==> src/rtl/alu_arbiter.sv <==
// Two-port arbiter that serialises operations onto one shared external ALU.
// One op in flight at a time; result held in a response register until consumed.
module alu_arbiter #(
  parameter bit RR_EN = 1'b1
) (
  input  logic       clk_i,
  input  logic       rst_ni,
  input  logic       req0_valid_i,
  input  logic       req1_valid_i,
  output logic       req0_ready_o,
  output logic       req1_ready_o,
  input  logic [2:0] req0_func_i,
  input  logic [2:0] req1_func_i,
  input  logic [7:0] req0_a_i,
  input  logic [7:0] req1_a_i,
  input  logic [7:0] req0_b_i,
  input  logic [7:0] req1_b_i,
  output logic       rsp_valid_o,
  input  logic       rsp_ready_i,
  output logic [7:0] rsp_data_o,
  output logic       rsp_fz_o,
  output logic       rsp_fc_o,
  output logic       rsp_id_o,
  output logic [7:0] alu_a_imm_o,
  output logic [7:0] alu_a_mem_o,
  output logic [7:0] alu_b_o,
  output logic [2:0] alu_func_o,
  input  logic [7:0] alu_result_i,
  input  logic       alu_fz_i,
  input  logic       alu_fc_i,
  output logic [1:0] flags_o,
  output logic       busy_o
);

  typedef enum logic [1:0] {
    IDLE = 2'd0,
    EXEC = 2'd1,
    RESP = 2'd2
  } state_t;

  state_t     state_q;
  logic       ptr_q;
  logic [2:0] func_q;
  logic [7:0] a_q;
  logic [7:0] b_q;
  logic       id_q;
  logic [7:0] rsp_data_q;
  logic       rsp_fz_q;
  logic       rsp_fc_q;
  logic [1:0] flags_q;

  logic       grant_d;
  logic       grant_id_d;
  logic [2:0] func_d;
  logic [7:0] a_d;
  logic [7:0] b_d;

  // A lone requester wins regardless of the pointer; the pointer only breaks ties.
  always_comb begin
    grant_id_d = 1'b0;
    if (req0_valid_i && req1_valid_i) begin
      grant_id_d = RR_EN ? ptr_q : 1'b0;
    end else begin
      grant_id_d = req1_valid_i;
    end
    // rst_ni gates the grant so no ready leaks out while reset is held.
    grant_d = rst_ni && (state_q == IDLE) && (req0_valid_i || req1_valid_i);
    func_d  = grant_id_d ? req1_func_i : req0_func_i;
    a_d     = grant_id_d ? req1_a_i    : req0_a_i;
    b_d     = grant_id_d ? req1_b_i    : req0_b_i;
  end

  assign req0_ready_o = grant_d && !grant_id_d;
  assign req1_ready_o = grant_d &&  grant_id_d;

  always_ff @(posedge clk_i or negedge rst_ni) begin
    if (!rst_ni) begin
      state_q    <= IDLE;
      ptr_q      <= 1'b0;
      func_q     <= 3'd0;
      a_q        <= 8'd0;
      b_q        <= 8'd0;
      id_q       <= 1'b0;
      rsp_data_q <= 8'd0;
      rsp_fz_q   <= 1'b0;
      rsp_fc_q   <= 1'b0;
      flags_q    <= 2'b00;
    end else begin
      case (state_q)
        IDLE: begin
          if (grant_d) begin
            func_q  <= func_d;
            a_q     <= a_d;
            b_q     <= b_d;
            id_q    <= grant_id_d;
            if (RR_EN) begin
              ptr_q <= ~grant_id_d;
            end
            state_q <= EXEC;
          end
        end
        EXEC: begin
          rsp_data_q <= alu_result_i;
          rsp_fz_q   <= alu_fz_i;
          rsp_fc_q   <= alu_fc_i;
          flags_q    <= {alu_fz_i, alu_fc_i};
          state_q    <= RESP;
        end
        RESP: begin
          if (rsp_ready_i) begin
            state_q <= IDLE;
          end
        end
        default: state_q <= IDLE;
      endcase
    end
  end

  assign rsp_valid_o = (state_q == RESP);
  assign busy_o      = (state_q != IDLE);
  assign rsp_data_o  = rsp_data_q;
  assign rsp_fz_o    = rsp_fz_q;
  assign rsp_fc_o    = rsp_fc_q;
  assign rsp_id_o    = id_q;
  assign flags_o     = flags_q;

  // Both A ports carry the same latched operand; the ALU picks its source by opcode.
  assign alu_a_imm_o = a_q;
  assign alu_a_mem_o = a_q;
  assign alu_b_o     = b_q;
  assign alu_func_o  = func_q;

endmodule

==> config.mk <==
export PLATFORM = sky130hd
export DESIGN_NAME = alu_arbiter
export DESIGN_NICKNAME = d
export VERILOG_FILES = /design/src/rtl/alu_arbiter.sv
export SDC_FILE = /design/constraint.sdc
export NUM_CORES = 1
export LEC_CHECK = 0
export CAP_MARGIN = 20
export CORE_ASPECT_RATIO = 0.9
export CORE_MARGIN = 5
export CORE_UTILIZATION = 31
export DETAILED_ROUTE_END_ITERATION = 12
export HOLD_SLACK_MARGIN = 0.05
export PLACE_DENSITY = 0.71
export RECOVER_POWER = 100
export SLEW_MARGIN = 20
export SYNTH_ARGS = -nofsm -noshare
export SYNTH_HDL_FRONTEND = slang
export SYNTH_SLANG_ARGS = --single-unit
==> constraint.sdc <==
create_clock -name clk_i -period 1.35 [get_ports clk_i]
set_input_delay 0.135 -clock clk_i [delete_from_list [all_inputs] [get_ports clk_i]]
set_output_delay 0.135 -clock clk_i [all_outputs]
set_load 0.05 [all_outputs]
# After elaboration in Yosys (flattened, before gate mapping)
# Cells that the tools add are included.
# word_totals
reg_bits,35
out_inout_bits,44
wordCells,33
# op_classes
n_eq_ne,4
mux,7
bitwise,1
reduce_logical,11
# op_table
cell,n
$mux W8,2
$pmux W2 S3,1
$logic_and A1 B1 Y1,5
$mux W2,2
$reduce_and A2 Y1,2
$mux W3,1
$eq A2 B1 Y1 const B,1
$eq A2 B2 Y1 const B,1
$logic_not A2 Y1,1
$ne A2 B1 Y1 const B,1
$ne A2 B2 Y1 const B,1
$reduce_bool A2 Y1,1
$logic_not A1 Y1,1
$logic_or A1 B1 Y1,1
$mux W1,1
$not A1 Y1,1

# Depth between registers and ports, before layout
# logic_depth
word_depth,5
depth_mapped,4
mapped_depth_nobuf,3

# Least setup slack after synthesis
# OpenSTA, ideal clock, no wires.
# synth_timing
path_kind,register -> register
from,register state_q[1]
to,register ptr_q
setup_ns,0.167
arrival_time_ns,1.705
required_ns,1.183
slack_ns,-0.522
path_stages_with_launch,5
n_path_buf,1
period_less_slack_ns,1.872
cell_sequence,dfrtp_1 > or3b_4 > buf_6 > nor3b_2 > a21oi_1
# synth_between
elab_chain_cells,4
# synth_rtl
element,line_no,rtl
start: declaration,41,state_t state_q;
start signal: assignment,78,state_q <= IDLE;
start signal: assignment,99,state_q <= EXEC;
start signal: assignment,107,state_q <= RESP;
$logic_not A2 Y1 *,"67, 89",
$logic_and A1 B1 Y1 (2 in a row),67,grant_d = rst_ni && (state_q == IDLE) && (req0_valid_i || req1_valid_i);
$reduce_and A2 Y1 (no source line) *,n/a,
end signal: assignment,97,ptr_q <= ~grant_id_d;
end: declaration,42,logic ptr_q;
# Every way passes the cells marked *; elsewhere a longest branch is shown, timed or not.
# A chain may end at the register's enable or synchronous reset.

# Worst setup path in the final report
# layout_timing
from,register state_q[0]
to,output port req1_ready_o
# layout_between
elab_chain_cells,4
# layout_rtl
element,line_no,rtl
$logic_not A2 Y1,67,
$logic_and A1 B1 Y1 (2 in a row),67,
$logic_and A1 B1 Y1,74,assign req1_ready_o = grant_d && grant_id_d;
end: declaration,11,"output logic req1_ready_o,"
# Every way passes these cells.

==> results.md <==
- Pwr Density: 2360 nW/um2
- Mapped Area: 1640 um2
- Critical path type: reg -> out
- Status: finished, violations left
- # clock sinks: 33
- Avg Vias per Cell: 4.87
- Site row count: 25
- Final Hold Viols: 0
- 1st-iter DRT viols: 86
- Pins Over Slew Limit: 0
- Diodes inserted: 0
- Seq/Total Area, Yosys: 0.505
- Peak supply drop: 0.00122 V
- Reg clk slew, reported paths: 0.07 ns
- DP Wirelength: 4.07 mm
- DR pass1 iterations: 4
- CTS root buffer: clkbuf_8
- Die Area: 6830 um2
- Layout Nets: 300
- Synth top area share: 0.505
- RSZ-0062 raised after global routing: true
- Starting density of the core: 0.315
- Setup crit end kind: primary output
- Setup ws final: -0.325 ns
- IO Count: 97
- Largest net degree at the start of global routing: 27
- Critical path's slowest cell: or3b_4
- Worst Tran Pin Value: 0.651 ns
- Yosys reg bits: 33
- Maxcap violations: 0
- Lkg Pwr: 1.33 nW
- Total congestion overflow: 0
- Layout fillers: 454
- Final ANT Viol Nets: 0
- CTS tree: built
- Gr usage total: 0.157
- Clock skew after layout: 0.00334 ns
- Utilization after layout: 0.565
- GP Congestion: 0.734
- Routed wire length: 5.44 mm
- Crit path max fanout: 3
- Crit path arrival time: 1.54 ns
- Height of the die: 78.9 um
- Initial antenna violation count: 0
- Routed wire length per instance: 17.3 um
- DRC viols: 0
- Die Wd: 86.6 um
- HP Class: in -> async
- Synthesized net count: 191
- Final setup violation count: 23
- Ranking of synthesized cells by area: dfrtp_1 50%, a221o_1 12%, nor3_2 12%
- Gate Count Post-Synth: 138
- Final Critical Period: 1.68 ns
- Worst-skew pair later-pin latency: 0.28 ns
- H-tree Lvls: 2
- TritonCTS Buffers: 5
- Layout Area Growth over Synthesis: 79.3%
- First-pass GRT wire length: 8.31 mm
- Setup TNS Final: -5.28 ns
- Fmax: 597 MHz
- YS warnings: 0
- Core area: 5190 um2
- Startpoint Class: flop
- Number of port buffers: 96
- Layout cells sized above 1: 0.419
- Synth cell types: 21
- CP max stage delay: 0.42 ns
- Synth area leader: dfrtp_1
- Worst EP required: 1.22 ns
- Cell Chain, Critical Path: or3b_4 > nor3b_4 > buf_12
- Vias in the first global route: 1653
- Max-slew headroom: 0.566
- Via Count: 1535
- Post-Layout Inst Area: 2930 um2
- Dpl cell area: 3140 um2
- Mapped Avg Cell Area: 11.9 um2
- Final period util: 1.24
- Failing checks: negative setup slack
- Max clock buf depth: 2
[cells by family (layout without fill, tap and decap cells)]
group | Yosys count | after routing | share of synthesized area
multiplexers | 10 | 10 | 0.0689
buffers and inverters | 25 | 135 | 0.0933
flip-flops | 33 | 33 | 0.505
AND/OR/NAND/NOR | 47 | 47 | 0.204
AO/OA/AOI/OAI | 23 | 23 | 0.129
[synthesized netlist by cell type (all sizes together)]
library cell and n:
dfrtp 33, nand2 20, a221o 19, nor3 19, buf 17, mux2 10, clkbuf 4, inv 4
a21oi 2, nor3b 2, o21ai 2, and3 1, nand2b 1, nor2b 1, or2 1, or2b 1
or3b 1
[layer usage]
| layer | routed length, um | track usage |
|---|---|---|
| met1 | 2180 | 0.176 |
| met2 | 2810 | 0.281 |
| met4 | 78 | 0.0421 |
| met5 | 0 | 0 |
| met3 | 375 | 0.0571 |
[report_power, final]
| part | switching [mW] | leakage [nW] | internal [mW] |
|---|---|---|---|
| clock network | 0.368 | 0.0450 | 0.357 |
| logic | 3.04 | 0.888 | 1.37 |
| registers | 0.346 | 0.400 | 1.45 |
[layout make-up]
| class | instances | area, um2 | area share |
|---|---|---|---|
| Timing Repair Buffer | 123 | 1150 | 0.393 |
| Clock buffer | 6 | 72.6 | 0.0247 |
| Sequential cell | 33 | 826 | 0.282 |
| Clock inverter | 2 | 10.0 | 0.00341 |
| Tap cell | 67 | 83.8 | 0.0286 |
| Multi-Input combinational cell | 80 | 773 | 0.264 |
| Inverter | 4 | 15.0 | 0.00512 |
[worst max-delay path: cells and delay by family, from the launching register on]
kind / cells / cell delay (ns)
simple gates: 2 / 0.67
flops: 1 / 0.41
buf+inv: 1 / 0.18
[cell usage in the layout, fill, tap and decap left out, types with 2 or more instances in the layout]
cell type	Yosys	layout
clkbuf_8	0	5
buf_4	10	14
nor3_2	19	5
nor3_4	0	14
a221o_1	19	19
nand2_1	20	20
dlygate4sd3_1	0	2
buf_12	0	7
dlymetal6s2s_1	0	3
clkdlybuf4s50_1	0	51
inv_1	4	3
clkinv_2	0	2
dfrtp_1	33	33
buf_8	0	2
mux2_1	9	9
clkbuf_2	0	37
buf_6	2	3
[sequential cells by signal, indices dropped and copies added (netlist names)]
signal,count
alu_func_o,3
alu_a_imm_o,8
rsp_data_o,8
state_q,2
rsp_fz_o,1
alu_b_o,8
ptr_q,1
rsp_id_o,1
flags_o,1
[through the flow]
stage	hold WS, ns	total power [mW]	std cells	worst slack (ns)
5_1_grt	0.451	7.25	315	-0.384
3_3_place_gp	0.0968	7.82	296	-0.164
6_report	0.406	6.93	315	-0.325
2_1_floorplan	-0.161	4.79	138	-0.327
4_1_cts	0.416	8.89	313	-0.358
3_5_place_dp	0.0969	7.93	296	-0.203
[repair_timing]
item	in CTS	in global routing
hold buffers	3	0
pin swaps	9	12
endpoints found under the hold margin	33	0
cloned	2	1
endpoints found under the setup margin	23	25
resized for setup	20	11
buffers inserted	5	5
[worst paths after layout]
path | start | to | slack (ns) | depth (start not counted)
worst min-delay path | rst_ni | state_q[0] | 0.41 | 3
max in group asynchronous | rst_ni | ptr_q | 0.29 | 4
min in group clk_i | rsp_ready_i | state_q[1] | 0.43 | 2
worst min register to register | rsp_data_o[4] | rsp_data_o[4] | 0.50 | 1
worst max register to register | state_q[0] | alu_b_o[6] | -0.30 | 6
worst max-delay path | state_q[0] | req1_ready_o | -0.33 | 3
No activity file was read; power rests on OpenSTA's default activity.
